[src/rtl/key_ctrl_pkg.sv]
// Shared definitions for the player-input controller: width helper,
// default timing constants, and the event-index width derivation.
package key_ctrl_pkg;

   // Default timing constants (cycles at the board clock)
   localparam int unsigned DEF_N_KEYS          = 32'd4;
   localparam int unsigned DEF_DEBOUNCE_CYCLES = 32'd250000;
   localparam int unsigned DEF_REPEAT_DELAY    = 32'd12500000;
   localparam int unsigned DEF_REPEAT_PERIOD   = 32'd2500000;

   // Bits needed to hold values 0..n-1, never less than one bit
   function automatic int unsigned clog2_min1(input int unsigned n);
      int unsigned w;
      w = 32'd0;
      for (int i = 0; i < 32; i++) begin
         if ((64'd1 << i) < 64'(n)) begin
            w = 32'(i + 1);
         end else begin
            w = w;
         end
      end
      if (w == 32'd0) begin
         w = 32'd1;
      end else begin
         w = w;
      end
      return w;
   endfunction

   // Width of the presented key index for a given key count
   function automatic int unsigned key_width(input int unsigned n_keys);
      return clog2_min1(n_keys);
   endfunction

endpackage

[src/rtl/key_debounce.sv]
// One button lane: two-flop synchronizer, debounce counter and press strobe.
// With KEY_AUTO_REPEAT_EN defined, a repeat counter re-strobes `press`
// while the key stays held.
module key_debounce
   import key_ctrl_pkg::*;
#(
   parameter int unsigned DEBOUNCE_CYCLES = DEF_DEBOUNCE_CYCLES,
   parameter int unsigned REPEAT_DELAY    = DEF_REPEAT_DELAY,
   parameter int unsigned REPEAT_PERIOD   = DEF_REPEAT_PERIOD
) (
   input  logic clk,
   input  logic rst,
   input  logic key_in,
   output logic key_level,
   output logic press
);

   localparam int unsigned   CW       = clog2_min1(DEBOUNCE_CYCLES);
   localparam logic [CW-1:0] CNT_LAST = CW'(DEBOUNCE_CYCLES - 32'd1);

   logic          sync1_r;
   logic          sync2_r;
   logic          level_r;
   logic [CW-1:0] cnt_r;
   logic          flip_s;
   logic          rise_s;

   // Bring the asynchronous button into the clock domain
   always_ff @(posedge clk) begin
      if (rst) begin
         sync1_r <= 1'b0;
         sync2_r <= 1'b0;
      end else begin
         sync1_r <= key_in;
         sync2_r <= sync1_r;
      end
   end

   // Accept a level change once the input has disagreed for the whole window
   always_comb begin
      flip_s = 1'b0;
      rise_s = 1'b0;
      if ((sync2_r != level_r) && (cnt_r == CNT_LAST)) begin
         flip_s = 1'b1;
         rise_s = ~level_r;
      end else begin
         flip_s = 1'b0;
         rise_s = 1'b0;
      end
   end

   // Debounce counter and accepted level
   always_ff @(posedge clk) begin
      if (rst) begin
         cnt_r   <= '0;
         level_r <= 1'b0;
      end else if (sync2_r == level_r) begin
         cnt_r   <= '0;
         level_r <= level_r;
      end else if (flip_s) begin
         cnt_r   <= '0;
         level_r <= sync2_r;
      end else begin
         cnt_r   <= cnt_r + CW'(1);
         level_r <= level_r;
      end
   end

`ifdef KEY_AUTO_REPEAT_EN
   localparam int unsigned   RW = clog2_min1((REPEAT_DELAY > REPEAT_PERIOD) ?
                                             REPEAT_DELAY : REPEAT_PERIOD);
   localparam logic [RW-1:0] DELAY_LAST  = RW'(REPEAT_DELAY - 32'd1);
   localparam logic [RW-1:0] PERIOD_LAST = RW'(REPEAT_PERIOD - 32'd1);

   logic [RW-1:0] rpt_r;
   logic          periodic_r;
   logic          rpt_fire_s;

   // A repeat is due when the held time reaches the current interval
   always_comb begin
      rpt_fire_s = 1'b0;
      if (!level_r) begin
         rpt_fire_s = 1'b0;
      end else if (periodic_r) begin
         rpt_fire_s = (rpt_r == PERIOD_LAST);
      end else begin
         rpt_fire_s = (rpt_r == DELAY_LAST);
      end
   end

   // Held-time counter; first interval is the delay, then the period
   always_ff @(posedge clk) begin
      if (rst || !level_r) begin
         rpt_r      <= '0;
         periodic_r <= 1'b0;
      end else if (rpt_fire_s) begin
         rpt_r      <= '0;
         periodic_r <= 1'b1;
      end else begin
         rpt_r      <= rpt_r + RW'(1);
         periodic_r <= periodic_r;
      end
   end

   assign press = rise_s | rpt_fire_s;
`else
   logic [31:0] repeat_cfg_unused_s;
   assign repeat_cfg_unused_s = REPEAT_DELAY ^ REPEAT_PERIOD;
   assign press = rise_s;
`endif

   assign key_level = level_r;

endmodule

[src/rtl/key_ctrl.sv]
// Player-input controller top: one debounce lane per button, per-key pending
// flags, a fixed-priority pick (index 0 first) and a valid/ready event register.
// Optional feature macro: KEY_AUTO_REPEAT_EN (auto-repeat while a key is held).
module key_ctrl
   import key_ctrl_pkg::*;
#(
   parameter int unsigned  N_KEYS          = DEF_N_KEYS,
   parameter int unsigned  DEBOUNCE_CYCLES = DEF_DEBOUNCE_CYCLES,
   parameter int unsigned  REPEAT_DELAY    = DEF_REPEAT_DELAY,
   parameter int unsigned  REPEAT_PERIOD   = DEF_REPEAT_PERIOD,
   localparam int unsigned KW              = key_width(N_KEYS)
) (
   input  logic              clk,
   input  logic              rst,
   input  logic [N_KEYS-1:0] key_in,
   output logic [N_KEYS-1:0] key_level,
   output logic              evt_valid,
   output logic [KW-1:0]     evt_key,
   input  logic              evt_ready
);

   logic [N_KEYS-1:0] press_s;
   logic [N_KEYS-1:0] pend_r;
   logic [N_KEYS-1:0] clr_s;
   logic [KW-1:0]     pick_s;
   logic              any_pend_s;
   logic              free_s;
   logic              evt_valid_r;
   logic [KW-1:0]     evt_key_r;

   for (genvar g = 0; g < N_KEYS; g++) begin : g_lane
      key_debounce #(
         .DEBOUNCE_CYCLES (DEBOUNCE_CYCLES),
         .REPEAT_DELAY    (REPEAT_DELAY),
         .REPEAT_PERIOD   (REPEAT_PERIOD)
      ) u_lane (
         .clk       (clk),
         .rst       (rst),
         .key_in    (key_in[g]),
         .key_level (key_level[g]),
         .press     (press_s[g])
      );
   end

   // Pick the lowest pending index and decide whether it is taken this edge
   always_comb begin
      pick_s     = '0;
      clr_s      = '0;
      any_pend_s = (pend_r != '0);
      free_s     = ~evt_valid_r | evt_ready;
      for (int i = int'(N_KEYS) - 1; i >= 0; i--) begin
         if (pend_r[i]) begin
            pick_s = KW'(i);
         end else begin
            pick_s = pick_s;
         end
      end
      if (free_s && any_pend_s) begin
         clr_s[pick_s] = 1'b1;
      end else begin
         clr_s = '0;
      end
   end

   // Pending flags; a new press on the same edge as the take keeps the flag
   always_ff @(posedge clk) begin
      if (rst) begin
         pend_r <= '0;
      end else begin
         pend_r <= (pend_r & ~clr_s) | press_s;
      end
   end

   // Event output register, held stable while the consumer stalls
   always_ff @(posedge clk) begin
      if (rst) begin
         evt_valid_r <= 1'b0;
         evt_key_r   <= '0;
      end else if (free_s && any_pend_s) begin
         evt_valid_r <= 1'b1;
         evt_key_r   <= pick_s;
      end else if (free_s) begin
         evt_valid_r <= 1'b0;
         evt_key_r   <= evt_key_r;
      end else begin
         evt_valid_r <= evt_valid_r;
         evt_key_r   <= evt_key_r;
      end
   end

   assign evt_valid = evt_valid_r;
   assign evt_key   = evt_key_r;

endmodule

[config.mk]
export PLATFORM = sky130hd
export DESIGN_NAME = key_ctrl
export DESIGN_NICKNAME = d
export VERILOG_FILES = /design/src/rtl/key_ctrl_pkg.sv /design/src/rtl/key_debounce.sv /design/src/rtl/key_ctrl.sv
export SDC_FILE = /design/constraint.sdc
export NUM_CORES = 1
export LEC_CHECK = 0
export ABC_AREA = 1
export CORE_MARGIN = 1.5
export CORE_UTILIZATION = 55
export CTS_CLUSTER_DIAMETER = 150
export CTS_CLUSTER_SIZE = 40
export DETAILED_ROUTE_END_ITERATION = 10
export PLACE_DENSITY = 0.71
export SYNTH_ARGS = -nofsm -noshare
export SYNTH_HDL_FRONTEND = slang
export SYNTH_SLANG_ARGS = --single-unit
export TNS_END_PERCENT = 1
[constraint.sdc]
create_clock -name clk -period 1.3 [get_ports clk]
set_input_delay 0.26 -clock clk [delete_from_list [all_inputs] [get_ports clk]]
set_output_delay 0.26 -clock clk [all_outputs]
set_load 0.05 [all_outputs]
# Word level (Yosys, flattened, before mapping)
# Index checks and enable logic that the tools add are counted.
# totals
mem_bits_ro,0
latchBits,0
mem_count,0
mem_bits_rw,0
register_bits,91
input_bits,7
output_inout_bits,7
wordCells,83
# op_classes
magnitude_cmp,2
n_mul,0
div_mod_pow,0
n_reduce_logical,16
n_shift,0
n_eq_ne,12
n_bitwise,13
n_addsub,4
n_mux,17
# op_table
operator,count
$add 18x1->18 const B,4
$eq 18x18->1 const B,4
$reduce_or 3->1,4
$mux 1,11
$not 1->1,9
$mux 2,4
$reduce_and 2->1,4
$logic_and 1x1->1,6
$and 4x4->4,1
$eq 1x1->1,4
$mux 4,1
$ne 1x1->1,4
$not 4->4,1
$or 4x4->4,1
$reduce_bool 4->1,1
$lt 2x3->1 const B,1
$demux 1 s2,1
$ge 2x1->1 const B,1
$reduce_bool 2->1,1
$or 1x1->1,1

# Depth between registers and ports, before layout
# Gate-level depths: netlist of the first run.
# logic_depth
depth_word,12
mapped_depth,9
mapped_depth_nobuf,9

# Modules after synthesis
# A second synthesis of the first run with hierarchy kept.
# unflattened
cells_unflattened,678
area_unflattened_um2,4556.9
# by_module_without_submodules
mod,cells_per_inst,seq_area_each_um2,area_each_um2,n_inst
key_debounce,159,420.4,1061.0,4
key_ctrl,42,140.1,312.8,1

# Worst setup path before layout of the first run
# No wires, ideal clock.
# synth_path
path_type,register -> register
start,register g_lane[1].u_lane.cnt_r[0]
end,register g_lane[1].u_lane.cnt_r[13]
path_stages_with_launch,10
required_time_ps,1185
t_arrival_ps,1292
setup_slack_ps,-106
cell_sequence,dfxtp_1 ha_1 nand2_2 nor2_4 nand2_2 nor2_1 nand2_1 nand2_4 buf_12 nor2_2
# synth_between
elab_chain_cells,4
word_cells_on_any_way,5
classes_between,add/sub: 1; eq/ne: 1; mux: 1; reduce/logical: 2
# synth_lines
item,line_no,rtl
start: declaration,key_debounce.sv:24,logic [CW-1:0] cnt_r;
start signal: assignment,key_debounce.sv:64,cnt_r <= cnt_r + CW'(1);
"parallel branches: the longest is 4 deep, another holds $add 18x1->18",-,
# Parallel ways; which one is timed is not known.
# A chain may end at the register's enable or synchronous reset.

# Worst setup path after layout of the first run
# layout_path
start,register g_lane[2].u_lane.cnt_r[1]
end,register g_lane[2].u_lane.cnt_r[10]
# layout_between
elab_chain_cells,4
word_cells_on_any_way,5
classes_between,add/sub: 1; eq/ne: 1; mux: 1; reduce/logical: 2
# layout_lines
item,line_no
start: declaration,key_debounce.sv:24
start signal: assignment,key_debounce.sv:64
"parallel branches: the longest is 4 deep, another holds $add 18x1->18",-
# Parallel ways; which one is timed is not known.

==> flow_metrics.py, run 1 <==
metrics = {
    "layout": {
        "area_growth_pct": 28.7,
        "antennaDiodeCount": 0,
        "fin_nets": 780,
        "fillers": 608,
        "design_area_um2": 5840,
        "drive_gt1_frac": 0.255,
        "final_cells": 876,
    },
    "global_routing": {
        "grt_usage": 0.250,
        "gr-total-overflow": 0,
        "first_global_vias": 4228,
        "grt_max_degree": 19,
        "grt_pass1_wl_mm": 17.7,
        "antenna_found_initial": 0,
    },
    "place": {
        "dp_cells": 846,
        "gp_congestion": 0.866,
        "portBuffers": 13,
        "place_area_um2": 5320,
        "dpl.hpwl_mm": 7.15,
    },
    "clock_network": {
        "numCtsBuffers": 9,
        "cts.sinks": 91,
        "cts.path.max_buffers": 2,
        "clock_latency_ns": 0.36,
        "cts_tree": "built",
        "root_buffer": "clkbuf_8",
        "htreeDepth": 3,
        "clk_pin_slew_ns": 0.10,
    },
    "hold_path": {
        "hold_class": "reg -> reg",
        "hold_start": "g_lane[1].u_lane.sync1_r",
        "holdPathStages": 2,
    },
    "floorplanning": {
        "io_pins": 14,
        "dieArea_um2": 8810,
        "initial_core_util": 0.579,
        "die_w_um": 93.9,
        "rows": 32,
        "core_area_um2": 7850,
        "die_h_um": 93.9,
    },
    "timing": {
        "hold_viol_final": 0,
        "drv_slew": 0,
        "setup_tns_ns": -1.17,
        "fmax_mhz": 728,
        "period_share": 1.06,
        "period_minus_slack_ns": 1.37,
        "tightest_slew_ns": 0.392,
        "rsz0062_at_grt": "yes",
        "hold-worst-slack_ns": 0.406,
        "fin_skew_ns": 0.0139,
        "setup_viol": 22,
        "relSlewSlack": 0.739,
        "setup_slack_ns": -0.0741,
    },
    "worst_setup_path": {
        "crit_path_end": "g_lane[2].u_lane.cnt_r[10]",
        "required_ns": 1.55,
        "end_kind": "flip-flop",
        "crit_chain": "ha_4, nand2_4, nor2_4, inv_2, nor2_2, nand3b_1, buf_6, nand2_4, a21oi_1",
        "timing.rr.start": "g_lane[2].u_lane.cnt_r[1]",
        "cp_max_fo": 5,
        "cp_slowest_cell": "dfxtp_2",
        "crit_start": "g_lane[2].u_lane.cnt_r[1]",
        "crit_path_frequent_cell": "nand2_4",
        "r2r-end": "g_lane[2].u_lane.cnt_r[10]",
        "rrSetupSlack_ns": -0.07,
        "path_class": "reg -> reg",
        "rr_worst_depth": 9,
        "start_kind": "flip-flop",
        "crit_arrival_ns": 1.63,
        "cpPeakStageDelay_ns": 0.36,
    },
    "drt": {
        "wl_per_cell_um": 11.7,
        "drtAntennaViolNets": 0,
        "drt_iter0_drc": 153,
        "first_pass_iters": 5,
        "via_count": 4462,
        "drt_wl_total_mm": 10.3,
        "viasPerCell": 5.09,
        "drc_errors": 0,
    },
    "synth": {
        "synth-edff-count": 0,
        "synth_top_family_by_area": "simple AND/OR/NAND/NOR gates",
        "ys_types": 28,
        "yosysTopAreaCell": "dfxtp_1",
        "ys_seq_elements": 91,
        "synth_ff_type": "dfxtp_1",
        "synth_most_common_cell": "nand2_1",
        "yosys-top-cells-area": "dfxtp_1 (40%), nand2_1 (14%), nor2_1 (12%)",
        "ys_async_sr_fraction": 0,
        "synth_top_area_frac": 0.401,
        "synth_compound_area_frac": 0.0631,
        "muxShareOfSynthArea": 0,
        "yosys_warnings": 0,
        "netlist_area_um2": 4540,
        "synth_cells": 676,
        "yosysSeqAreaShare": 0.401,
        "yosys.area_share.simple": 0.385,
        "synth_fa_ha_area_frac": 0.0110,
        "synth_nets": 687,
        "yosys-top-cells-count": "nand2_1 (164), nor2_1 (151), dfxtp_1 (91)",
        "avgSynthCellArea_um2": 6.72,
        "synthXorXnorAreaFrac": 0.0579,
    },
    "outcome": {
        "violations": "setup timing",
        "status": "finished, violations left",
    },
    "power": {
        "peakVddDrop_uv": 546,
        "leakage_uw": 0.00200,
        "power.total_uw": 4870,
        "p_per_area_nw_per_um2": 833,
    },
    "flow_run": {
        "drv_cap": 0,
    },
}
[worst max-delay path, delay by kind of cell, from the launching register on]
| family | cells | cell delay (ns) |
|---|---|---|
| simple gates | 5 | 0.50 |
| flops | 1 | 0.36 |
| buf+inv | 2 | 0.22 |
| fa+ha+maj | 1 | 0.15 |
| compound gates | 1 | 0.05 |
[timing repair]
action                                  in CTS  in global routing
hold buffers                                 0                  0
setup buffers                                5                  0
cloned                                       9                  0
resized for setup                           39                 38
pin swaps                                   23                 11
endpoints found under the setup margin      78                 82
[routing by layer]
metal  global-route usage  routed length, um
met5                    0                  0
met1                0.305               4630
met2                0.446               5050
met3               0.0348                448
met4               0.0920                150
[kinds of logic after synthesis]
group	count (synthesis)
xor gates and xnor gates	30
adders and majority gates	4
and+or+nand+nor	409
buffers and inverters	86
DFF	91
AOI/OAI and AO/OA	56
[where the power goes]
part,leakage [uW],internal (uW),switching [uW]
combinational,0.00115,47.3,71.8
clock,0.000103,943,1000
sequential,0.000748,2800,7.54
total,0.00200,3790,1080
[how the worst min path moves through the flow]
stage                                     endpoint
after floorplan           g_lane[0].u_lane.sync1_r
after global placement    g_lane[2].u_lane.sync2_r
after detailed placement  g_lane[2].u_lane.sync2_r
after CTS                 g_lane[1].u_lane.sync2_r
after global routing      g_lane[1].u_lane.sync2_r
final                     g_lane[1].u_lane.sync2_r
[state kept, by name (all words and copies together) (netlist names)]
name and count:
g_lane.u_lane.cnt_r 72, g_lane.u_lane.key_level 4, g_lane.u_lane.sync1_r 4, g_lane.u_lane.sync2_r 4, pend_r 4, evt_key 2, evt_valid 1
[cells in the final DEF (no fill, tap or decap), drive strengths merged, types with 10 or more instances in the layout]
master,n
buf,77
inv,78
a21oi,42
dfxtp,91
nor2,169
xnor2,14
o21ai,12
xor2,16
nand3,45
nand2,179
clkbuf,10
[final cells by class]
type / instances / area [um2] / area share
timing repair buffer: 83 / 737 / 0.126
sequential: 91 / 1860 / 0.318
inverter: 76 / 285 / 0.0488
clock buffer: 10 / 138 / 0.0235
tap: 102 / 128 / 0.0218
clock inverter: 6 / 62.6 / 0.0107
multi-input combinational: 508 / 2640 / 0.451
[metrics by stage]
step	util	worst slack, ns
final	0.745	-0.0741
after global routing	0.745	-0.154
after CTS	0.734	-0.0538
after detailed placement	0.678	-0.224
after floorplan	-	-0.0269
after global placement	0.678	-0.163
Power figures use the tool's default switching activity.
==> inputs of run 2 (changes only) <==
--- a/config.mk
+++ b/config.mk
@@ -7,11 +7,11 @@
 export LEC_CHECK = 0
 export ABC_AREA = 1
 export CORE_MARGIN = 1.5
-export CORE_UTILIZATION = 55
+export CORE_UTILIZATION = 45
 export CTS_CLUSTER_DIAMETER = 150
 export CTS_CLUSTER_SIZE = 40
 export DETAILED_ROUTE_END_ITERATION = 10
-export PLACE_DENSITY = 0.71
+export PLACE_DENSITY = 0.6
 export SYNTH_ARGS = -nofsm -noshare
 export SYNTH_HDL_FRONTEND = slang
 export SYNTH_SLANG_ARGS = --single-unit
==> run 2 against run 1 <==
  * The flow still finishes with violations (setup timing)
  * Critical path depth stayed put
  * Non-clock buffer count down 2
  * Largest power group unchanged
  * Fmax up 2.1%
  * Die area grew 21%
  * Sequential cell count unchanged
  * First-iteration DRC count shrank 7.8%
  * Via count decreased by 3.4%
  * Register-to-register slack better by 0.03 ns
  * Clock power is essentially flat
==> flow_metrics.py, run 2 (same netlist as run 1, synthesis figures left out) <==
metrics = {
    "floorplanning": {
        "io_pins": 14,
        "rows": 36,
        "core_area_um2": 9770,
        "die_h_um": 103,
        "dieArea_um2": 10700,
        "initial_core_util": 0.465,
        "die_w_um": 103,
    },
    "clock_network": {
        "hold_buffers": 0,
        "numCtsBuffers": 9,
        "cts.sinks": 91,
        "cts.path.max_buffers": 2,
        "clk_pin_slew_ns": 0.09,
        "clock_latency_ns": 0.36,
        "htreeDepth": 3,
        "root_buffer": "clkbuf_8",
        "cts_tree": "built",
    },
    "global_routing": {
        "grt_usage": 0.190,
        "grt_pass1_wl_mm": 16.1,
        "gr-total-overflow": 0,
        "first_global_vias": 3886,
        "antenna_found_initial": 0,
        "grt_max_degree": 19,
    },
    "timing": {
        "period_share": 1.04,
        "rsz0062_at_grt": "yes",
        "setup_viol": 24,
        "hold-worst-slack_ns": 0.404,
        "fin_skew_ns": 0.00735,
        "drv_slew": 0,
        "period_minus_slack_ns": 1.35,
        "relSlewSlack": 0.698,
        "fmax_mhz": 743,
        "tightest_slew_ns": 0.453,
        "setup_slack_ns": -0.0455,
        "hold_viol_final": 0,
    },
    "power": {
        "peakVddDrop_uv": 411,
        "p_sw_uw": 1110,
        "power.share.clock": 0.398,
        "netSwitchingFraction": 0.229,
        "power.total_uw": 4850,
        "p_per_area_nw_per_um2": 830,
        "leakage_uw": 0.00196,
        "pwr-share-seq": 0.578,
        "internal_power_uw": 3740,
        "combPwrFrac": 0.024,
    },
    "layout": {
        "fin_nets": 773,
        "largest_register_ffs": 72,
        "antennaDiodeCount": 0,
        "top_register": "g_lane.u_lane.cnt_r",
        "design_area_um2": 5850,
        "layout_common_cells": "nand2_1 (161), nor2_1 (130), inv_1 (72)",
        "mostFrequentLayoutCell": "nand2_1",
        "fillers": 944,
        "drive_gt1_frac": 0.240,
        "area_growth_pct": 28.7,
    },
    "drt": {
        "drt_iter0_drc": 141,
        "first_pass_iters": 4,
        "viasPerCell": 4.79,
        "drt_wl_total_mm": 9.93,
        "drtAntennaViolNets": 0,
        "via_count": 4310,
        "wl_per_cell_um": 11.0,
        "drc_errors": 0,
    },
    "outcome": {
        "status": "finished, violations left",
        "violations": "setup timing",
    },
    "worst_setup_path": {
        "rrSetupSlack_ns": -0.05,
        "required_ns": 1.56,
        "crit_chain": "ha_4, nand2_4, nor2_4, inv_2, nor2_2, nand3b_1, buf_6, nand2_8, a21oi_1",
        "rr_worst_depth": 9,
        "end_kind": "flip-flop",
        "cpPeakStageDelay_ns": 0.37,
        "path_class": "reg -> reg",
        "r2r-end": "g_lane[2].u_lane.cnt_r[10]",
        "start_kind": "flip-flop",
        "cp_max_fo": 9,
        "timing.rr.start": "g_lane[2].u_lane.cnt_r[0]",
        "cp_slowest_cell": "dfxtp_4",
        "crit_arrival_ns": 1.60,
    },
    "hold_path": {
        "hold_start": "key_in[2]",
        "holdPathStages": 3,
        "whs_endpoint": "g_lane[2].u_lane.sync1_r",
        "hold_class": "in -> reg",
    },
    "place": {
        "portBuffers": 13,
        "dpl.hpwl_mm": 6.94,
        "gp_congestion": 0.809,
        "place_area_um2": 5370,
    },
    "flow_run": {
        "drv_cap": 0,
    },
}
## run 2: cell count changes in the layout (fill, tap and decap cells not counted), sizes merged
| cell | previous run | this run |
|---|---|---|
| nand2 | 179 | 174 |
| buf | 77 | 75 |
| clkinv | 2 | 3 |
| inv | 78 | 77 |
## run 2: how the worst max path moves through the flow
stage / from / end / depth (start not counted)
finish: g_lane[2].u_lane.cnt_r[0] / g_lane[2].u_lane.cnt_r[10] / 9
CTS: g_lane[2].u_lane.cnt_r[1] / g_lane[2].u_lane.cnt_r[10] / 8
floorplan: g_lane[1].u_lane.cnt_r[1] / g_lane[1].u_lane.cnt_r[13] / 9
detailed placement: rst / g_lane[2].u_lane.cnt_r[10] / 5
global placement: rst / g_lane[0].u_lane.cnt_r[12] / 5
global route: g_lane[1].u_lane.key_level / g_lane[1].u_lane.cnt_r[9] / 7
## run 2: power by group through the flow
stage | logic [uW] | clock network (uW) | registers, uW
final | 117 | 1930 | 2800
after floorplan | 58.5 | 0 | 2870
after global routing | 130 | 2090 | 2810
after CTS | 102 | 2000 | 2810
after detailed placement | 99.2 | 0 | 2870
after global placement | 97.7 | 0 | 2870
## run 2: timing repair
item | in CTS | in global routing
resized for setup | 20 | 52
hold endpoints to repair | 0 | 0
cloned | 0 | 4
setup endpoints to repair | 80 | 81
pin swaps | 14 | 15
setup buffers | 0 | 2
## run 2: per-layer routing
metal,part of all wire,routed length [um],track usage
met4,0.018,181,0.0821
met5,0,0,0
met1,0.50,4960,0.245
met3,0.028,281,0.0249
met2,0.45,4510,0.318
## run 2: cell type report
class	count	area [um2]	area share
Inverter	76	285	0.0488
Multi-Input combinational cell	503	2630	0.450
Tap cell	133	166	0.0285
Clock inverter	6	65.1	0.0111
Sequential cell	91	1850	0.317
Clock buffer	10	128	0.0218
Timing Repair Buffer	81	718	0.123
## run 2: critical path: cells and delay by family (launching register included)
family                     cells  cell delay, ns
AOI/OAI and AO/OA              1            0.05
and+or+nand+nor                5            0.47
DFF                            1            0.37
buffers and inverters          2            0.21
adders and majority gates      1            0.14
## run 2: per-stage QoR
stage,TNS [ns],setup WS [ns],std cells,utilization
2_1_floorplan,-0.589,-0.0269,676,-
3_3_place_gp,-10.70,-0.163,878,0.549
3_5_place_dp,-13.08,-0.238,878,0.549
4_1_cts,-1.78,-0.100,894,0.576
5_1_grt,-6.26,-0.149,900,0.598
6_report,-0.619,-0.0455,900,0.598
==> inputs of run 3 (changes only) <==
--- a/config.mk
+++ b/config.mk
@@ -8,7 +8,6 @@
 export ABC_AREA = 1
 export CORE_MARGIN = 1.5
 export CORE_UTILIZATION = 45
-export CTS_CLUSTER_DIAMETER = 150
 export CTS_CLUSTER_SIZE = 40
 export DETAILED_ROUTE_END_ITERATION = 10
 export PLACE_DENSITY = 0.6
==> results of run 3 <==
The final DEF is identical to that of run 2; final timing and power are the same.
